--- src/rtl/div_period_mon_if.sv ---
// div_period_mon_if: connection bundle between a divided-clock source and its
// period monitor.
//   master modport : the side that produces clk_div_in / clr and observes results
//   slave  modport : the monitor itself (div_period_mon)
// Signals:
//   clk_div_in  divider output, synchronous to the monitor clock
//   clr         synchronous clear of err_sticky
//   per_len     last measured period (clk_in cycles)
//   per_vld     1-cycle pulse: per_len updated
//   win_sum     last window total
//   win_vld     1-cycle pulse: win_sum updated
//   err_per     1-cycle pulse: period out of range or timeout
//   err_win     1-cycle pulse: window total wrong
//   err_sticky  latched error, cleared by clr
//   locked      high after a clean window, low on any error
//   dbg_state   monitor FSM state (0 = IDLE, 1 = MEAS)
// Valid semantics: there is no back-pressure. per_vld and win_vld are single
// cycle strobes; the data they qualify (per_len, win_sum) holds its value
// until the next strobe, and err_per / err_win are only meaningful alongside
// them (except err_per on a timeout, which comes without per_vld).
interface div_period_mon_if #(
  parameter int PER_MAX = 9,
  parameter int WIN_N   = 10,
  parameter int CNT_W   = $clog2(PER_MAX + 1),
  parameter int SUM_W   = $clog2(WIN_N * PER_MAX + 1)
);
  logic             clk_div_in;
  logic             clr;
  logic [CNT_W-1:0] per_len;
  logic             per_vld;
  logic [SUM_W-1:0] win_sum;
  logic             win_vld;
  logic             err_per;
  logic             err_win;
  logic             err_sticky;
  logic             locked;
  logic             dbg_state;

  modport master (
    output clk_div_in, clr,
    input  per_len, per_vld, win_sum, win_vld, err_per, err_win,
           err_sticky, locked, dbg_state
  );

  modport slave (
    input  clk_div_in, clr,
    output per_len, per_vld, win_sum, win_vld, err_per, err_win,
           err_sticky, locked, dbg_state
  );
endinterface

--- src/rtl/div_period_mon.sv ---
// div_period_mon: checks the output of a fractional clock divider.
// Measures every rise-to-rise period of clk_div_in in clk_in cycles, sums
// non-overlapping blocks of WIN_N periods, flags out-of-range periods,
// timeouts and wrong window totals, and keeps lock / sticky-error status.
// Ports:
//   clk_in  single clock, rising edge
//   rst     asynchronous active-low reset
//   mon     div_period_mon_if.slave (clk_div_in, clr in; results out)
module div_period_mon #(
  parameter int PER_MIN = 8,
  parameter int PER_MAX = 9,
  parameter int WIN_N   = 10,
  parameter int WIN_SUM = 87
) (
  input  logic            clk_in,
  input  logic            rst,
  div_period_mon_if.slave mon
);
  localparam int CNT_W  = $clog2(PER_MAX + 1);
  localparam int SUM_W  = $clog2(WIN_N * PER_MAX + 1);
  localparam int WCNT_W = (WIN_N > 1) ? $clog2(WIN_N) : 1;

  typedef enum logic {IDLE = 1'b0, MEAS = 1'b1} state_t;

  state_t            state_q, state_d;
  logic              d1_q, d1_d;
  logic [CNT_W-1:0]  pcnt_q, pcnt_d;
  logic [WCNT_W-1:0] wcnt_q, wcnt_d;
  logic [SUM_W-1:0]  acc_q, acc_d;
  logic              win_bad_q, win_bad_d;   // an err_per happened in this window
  logic [CNT_W-1:0]  per_len_q, per_len_d;
  logic              per_vld_q, per_vld_d;
  logic [SUM_W-1:0]  win_sum_q, win_sum_d;
  logic              win_vld_q, win_vld_d;
  logic              err_per_q, err_per_d;
  logic              err_win_q, err_win_d;
  logic              locked_q, locked_d;
  logic              sticky_q, sticky_d;

  logic             rise;
  logic             per_bad;
  logic             last_per;
  logic             timeout;
  logic [SUM_W-1:0] per_sum;

  assign rise     = mon.clk_div_in & ~d1_q;
  assign per_bad  = (pcnt_q < CNT_W'(PER_MIN)) || (pcnt_q > CNT_W'(PER_MAX));
  assign last_per = (wcnt_q == WCNT_W'(WIN_N - 1));
  assign timeout  = (pcnt_q == CNT_W'(PER_MAX));
  assign per_sum  = acc_q + SUM_W'(pcnt_q);

  // State register
  always_ff @(posedge clk_in or negedge rst) begin
    if (!rst) state_q <= IDLE;
    else      state_q <= state_d;
  end

  // Next-state logic
  always_comb begin
    state_d = state_q;
    case (state_q)
      IDLE:    if (rise) state_d = MEAS;
      MEAS:    if (!rise && timeout) state_d = IDLE;
      default: state_d = IDLE;
    endcase
  end

  // Datapath / output next values
  always_comb begin
    d1_d      = mon.clk_div_in;
    pcnt_d    = pcnt_q;
    wcnt_d    = wcnt_q;
    acc_d     = acc_q;
    win_bad_d = win_bad_q;
    per_len_d = per_len_q;
    per_vld_d = 1'b0;
    win_sum_d = win_sum_q;
    win_vld_d = 1'b0;
    err_per_d = 1'b0;
    err_win_d = 1'b0;
    locked_d  = locked_q;
    case (state_q)
      IDLE: begin
        // First rise only opens the measurement; nothing to report yet.
        if (rise) begin
          pcnt_d    = CNT_W'(1);
          wcnt_d    = '0;
          acc_d     = '0;
          win_bad_d = 1'b0;
        end
      end
      MEAS: begin
        if (rise) begin
          pcnt_d    = CNT_W'(1);
          per_len_d = pcnt_q;
          per_vld_d = 1'b1;
          err_per_d = per_bad;
          if (last_per) begin
            win_sum_d = per_sum;
            win_vld_d = 1'b1;
            err_win_d = (per_sum != SUM_W'(WIN_SUM));
            acc_d     = '0;
            wcnt_d    = '0;
            win_bad_d = 1'b0;
            if ((per_sum == SUM_W'(WIN_SUM)) && !win_bad_q && !per_bad)
              locked_d = 1'b1;
          end else begin
            acc_d     = per_sum;
            wcnt_d    = wcnt_q + 1'b1;
            win_bad_d = win_bad_q | per_bad;
          end
        end else if (timeout) begin
          // Signal lost: report and wait for a fresh rise in IDLE.
          err_per_d = 1'b1;
        end else begin
          // Stops at PER_MAX via the timeout branch, so it never wraps.
          pcnt_d = pcnt_q + 1'b1;
        end
      end
      default: ;
    endcase
    if (err_per_d || err_win_d) locked_d = 1'b0;
    // Driven from the visible error pulses so a clr coinciding with a pulse
    // loses to it.
    sticky_d = err_per_q | err_win_q | (sticky_q & ~mon.clr);
  end

  always_ff @(posedge clk_in or negedge rst) begin
    if (!rst) begin
      d1_q      <= 1'b0;
      pcnt_q    <= '0;
      wcnt_q    <= '0;
      acc_q     <= '0;
      win_bad_q <= 1'b0;
      per_len_q <= '0;
      per_vld_q <= 1'b0;
      win_sum_q <= '0;
      win_vld_q <= 1'b0;
      err_per_q <= 1'b0;
      err_win_q <= 1'b0;
      locked_q  <= 1'b0;
      sticky_q  <= 1'b0;
    end else begin
      d1_q      <= d1_d;
      pcnt_q    <= pcnt_d;
      wcnt_q    <= wcnt_d;
      acc_q     <= acc_d;
      win_bad_q <= win_bad_d;
      per_len_q <= per_len_d;
      per_vld_q <= per_vld_d;
      win_sum_q <= win_sum_d;
      win_vld_q <= win_vld_d;
      err_per_q <= err_per_d;
      err_win_q <= err_win_d;
      locked_q  <= locked_d;
      sticky_q  <= sticky_d;
    end
  end

  assign mon.per_len    = per_len_q;
  assign mon.per_vld    = per_vld_q;
  assign mon.win_sum    = win_sum_q;
  assign mon.win_vld    = win_vld_q;
  assign mon.err_per    = err_per_q;
  assign mon.err_win    = err_win_q;
  assign mon.err_sticky = sticky_q;
  assign mon.locked     = locked_q;
  assign mon.dbg_state  = state_q;
endmodule

--- src/flat_wrapper.sv ---
// flat-port wrapper written by rule: the top's interface ports become plain ports
module div_period_mon_flat 
#(
  parameter int PER_MIN = 8,
  parameter int PER_MAX = 9,
  parameter int WIN_N   = 10,
  parameter int WIN_SUM = 87
)
  (clk_in, rst, mon_clk_div_in, mon_clr, mon_per_len, mon_per_vld, mon_win_sum, mon_win_vld, mon_err_per, mon_err_win, mon_err_sticky, mon_locked, mon_dbg_state);
  div_period_mon_if #(.PER_MAX(PER_MAX), .WIN_N(WIN_N)) mon_i ();
  input  logic clk_in;
  input  logic rst;
  input wire logic [$bits(mon_i.clk_div_in)-1:0] mon_clk_div_in;
  input wire logic [$bits(mon_i.clr)-1:0] mon_clr;
  output wire logic [$bits(mon_i.per_len)-1:0] mon_per_len;
  output wire logic [$bits(mon_i.per_vld)-1:0] mon_per_vld;
  output wire logic [$bits(mon_i.win_sum)-1:0] mon_win_sum;
  output wire logic [$bits(mon_i.win_vld)-1:0] mon_win_vld;
  output wire logic [$bits(mon_i.err_per)-1:0] mon_err_per;
  output wire logic [$bits(mon_i.err_win)-1:0] mon_err_win;
  output wire logic [$bits(mon_i.err_sticky)-1:0] mon_err_sticky;
  output wire logic [$bits(mon_i.locked)-1:0] mon_locked;
  output wire logic [$bits(mon_i.dbg_state)-1:0] mon_dbg_state;
  assign mon_i.clk_div_in = mon_clk_div_in;
  assign mon_i.clr = mon_clr;
  assign mon_per_len = mon_i.per_len;
  assign mon_per_vld = mon_i.per_vld;
  assign mon_win_sum = mon_i.win_sum;
  assign mon_win_vld = mon_i.win_vld;
  assign mon_err_per = mon_i.err_per;
  assign mon_err_win = mon_i.err_win;
  assign mon_err_sticky = mon_i.err_sticky;
  assign mon_locked = mon_i.locked;
  assign mon_dbg_state = mon_i.dbg_state;
  div_period_mon #(.PER_MIN(PER_MIN), .PER_MAX(PER_MAX), .WIN_N(WIN_N), .WIN_SUM(WIN_SUM)) u_core (.clk_in(clk_in), .rst(rst), .mon(mon_i));
endmodule
--- config.mk ---
export PLATFORM = sky130hd
export DESIGN_NAME = div_period_mon_flat
export DESIGN_NICKNAME = d
export VERILOG_FILES = /design/src/rtl/div_period_mon_if.sv /design/src/rtl/div_period_mon.sv /design/src/flat_wrapper.sv
export SDC_FILE = /design/constraint.sdc
export NUM_CORES = 1
export LEC_CHECK = 0
export ABC_AREA = 1
export ABC_CLOCK_PERIOD_IN_PS = 2650
export CORE_MARGIN = 5
export CORE_UTILIZATION = 55
export CTS_CLUSTER_DIAMETER = 150
export DETAILED_ROUTE_END_ITERATION = 10
export DONT_BUFFER_PORTS = 1
export PLACE_DENSITY_LB_ADDON = 0.2
export SYNTH_ARGS = -nofsm -noshare
export SYNTH_HDL_FRONTEND = slang
export SYNTH_SLANG_ARGS = --single-unit
export TNS_END_PERCENT = 20
--- constraint.sdc ---
create_clock -name clk_in -period 2.65 [get_ports clk_in]
set_input_delay 0.1325 -clock clk_in [delete_from_list [all_inputs] [get_ports clk_in]]
set_output_delay 0.1325 -clock clk_in [all_outputs]
set_load 0.02 [all_outputs]
==> metrics.cfg <==
[worst_setup_path]
end_kind=flop
crit_path_start_kind=flop
rrSetupSlack_ns=0.43
reg2regPathDepth=11
critPathKind=reg2reg
timing.rr.start=u_core.pcnt_q[0]
worstPathRequired_ns=2.94
worst_ep_arrival_time_ns=2.51
rr_endpoint=u_core.mon.locked
crit_fanout=7

[timing]
setup_violations=0
tns_ns=0
rsz0062_at_grt=no
maxSlewViolCount=0
post-route-period-util_pct=83.9
slew_headroom_pct=64.7
skew_ns=0.00524
tightest_slew_ns=0.529
fin_hold_ws_ns=0.235
finalCriticalPeriod_ns=2.22
max_freq_mhz=450
setup_ws_ns=0.427
finalHoldViolCount=0

[clocking]
clock_latency_ns=0.34
clkSinkCount=35
cts_tree=built
cts_inserted_buffers=5
cts_max_level=2
clock-root-buffer=clkbuf_4
cts_setup_buffers=0
cts_buffer_depth=2
clkTransAtPathRegs_ns=0.11

[pwr]
p_per_area_nw_per_um2=1060
max-vdd-ir-drop_mv=0.646
p_clk_share_pct=16.8
p_sw_share_pct=43.8
seqPwrFrac_pct=47.2
power_leakage_nw=0.985
finalPower_w=0.00201
combinationalPowerShare_pct=36.0
internal-power_w=0.00113
switchingPower_w=0.000880

[outcome]
status=completed

[global_route]
antenna_found_initial=0
grt_overflow=0
first_global_vias=1391
grt_usage_pct=19.3
grt_pass1_wl_mm=6.44
grt_max_degree=36

[routing]
dr.first_iter.drc_count=107
wire_per_inst_um=13.5
routed_wl_mm=3.47
vias=1335
vias_per_cell=5.19
first_pass_iters=4
antenna_left=0
drc=0

[floorplan]
start_util_pct=56.9
rows=20
dieArea_um2=4380
core_area_um2=3050
io_pins=22
die_x_um=66.2
die_h_um=66.2

[placed_design]
pre_cts_ws_ns=0.464
port_buffers=0
gp_congestion=0.858
dpl.hpwl_mm=2.53

[synthesis]
synth-edff-count=0
synth_top_cell_area_share_pct=50.4
yosys_warnings=0
ys_seq_area_share_pct=50.4
syn_inst=203
synth_cell_types=26
synth_area_leader_cell=dfrtp_1
synthSimpleGateAreaFrac_pct=22.8
synthXorXnorAreaFrac_pct=0.504
synth-main-ff-cell=dfrtp_1
synth_area_leaders=dfrtp_1, nand2_1, inv_1
synth_top_family_by_area=simple AND/OR/NAND/NOR gates
synth.cells.most_frequent=nand2_1, inv_1, dfrtp_1
ys_async_sr_fraction_pct=100
yosys.area_share.adder_pct=6.19
synth_compound_gate_area_share_pct=10.5
synthMuxAreaShare_pct=0
netlist_area_um2=1740
yosysMostFrequentCell=nand2_1
mappedNetlistNets=215
ys_ff_latch=35
syn_avg_cell_area_um2=8.56

[finish]
layout-drive-gt1-share_pct=8.45
syn_to_final_growth_pct=9.07
finalNetCount=224
fin_util_pct=62.1
antennaDiodeCount=0

[job]
drv_cap=0

[worst_hold_path]
hold_class=in2async

-- worst max-delay path: stages (launching register included) --
cell,delay (ns)
dfrtp_1,0.46
ha_1,0.22
inv_1,0.06
fa_1,0.48
or2_2,0.31
nor2_1,0.09
nand3_1,0.08
nor2_1,0.14
nand3_1,0.09
nand2_1,0.08
nand2_1,0.06
nor2_2,0.10
-- registers in the layout, summed over array words and instances (netlist names) --
| name | flops |
|---|---|
| u_core.mon.per_len | 4 |
| u_core.mon.locked | 1 |
| u_core.mon.dbg_state | 1 |
| u_core.mon.win_vld | 1 |
| u_core.mon.win_sum | 7 |
| u_core.pcnt_q | 4 |
| u_core.mon.per_vld | 1 |
| u_core.mon.err_sticky | 1 |
| u_core.wcnt_q | 4 |
| u_core.mon.err_win | 1 |
| u_core.d1_q | 1 |
| u_core.mon.err_per | 1 |
| u_core.win_bad_q | 1 |
| u_core.acc_q | 7 |
-- worst max path at each step --
stage / startpoint / end / cells past startpoint
2_1_floorplan: u_core.pcnt_q[0] / u_core.mon.locked / 11
3_3_place_gp: u_core.pcnt_q[0] / u_core.mon.locked / 11
3_5_place_dp: u_core.pcnt_q[0] / u_core.mon.locked / 11
5_1_grt: u_core.pcnt_q[0] / u_core.mon.locked / 11
6_report: u_core.pcnt_q[0] / u_core.mon.locked / 11
4_1_cts: u_core.pcnt_q[0] / u_core.mon.locked / 11
-- kinds of logic after synthesis --
kind of cell / after synthesis
AND/OR/NAND/NOR: 85
buffers and inverters: 41
flip-flops: 35
AO/OA/AOI/OAI: 33
adder cells (fa/ha/maj): 8
XOR/XNOR: 1
-- routing by layer --
metal / share of wire (%) / GRT usage [%] / up-vias
met5: 0 / 0 / -
met4: 1.9 / 7.36 / 0
met3: 6.6 / 6.63 / 8
met2: 47 / 30.1 / 36
met1: 44 / 24.5 / 633
li1: - / - / 658
-- per-stage QoR --
step | instance area [um^2] | instances
after global routing | 1900 | 257
after CTS | 1900 | 257
final | 1900 | 257
after floorplan | 1740 | 203
after detailed placement | 1780 | 245
after global placement | 1780 | 245
-- layout by cell type (no fill, tap or decap), types with 5 or more instances in the layout --
| cell type | synthesis | layout |
|---|---|---|
| dfrtp_1 | 35 | 35 |
| o21ai_1 | 9 | 9 |
| nand3_1 | 13 | 13 |
| nand2_1 | 52 | 52 |
| nor2_1 | 9 | 9 |
| ha_1 | 7 | 7 |
| inv_1 | 36 | 36 |
| o21ai_0 | 12 | 12 |
| o22ai_1 | 5 | 5 |
| clkbuf_4 | 0 | 5 |
-- area by class of cell --
type,instances,area (um^2)
fill,295,1160
clock buffer,8,68.8
tap,44,55.1
sequential,35,876
inverter,39,151
timing repair buffer,4,50.0
multi-input combinational,127,694
-- power groups by stage --
| stage | clock (W) | combinational (W) | sequential, W |
|---|---|---|---|
| final | 0.000337 | 0.000723 | 0.000949 |
| after global routing | 0.000374 | 0.000845 | 0.000981 |
| after CTS | 0.000342 | 0.000726 | 0.000952 |
| after detailed placement | 0 | 0.000700 | 0.000963 |
| after global placement | 0 | 0.000666 | 0.000953 |
| after floorplan | 0 | 0.000564 | 0.000918 |
-- repair_timing --
action                                 in CTS  in global routing
endpoints found under the hold margin      37                  0
hold buffers                                4                  0
resized for setup                           0                  0
(Power assumes the default switching activity.)
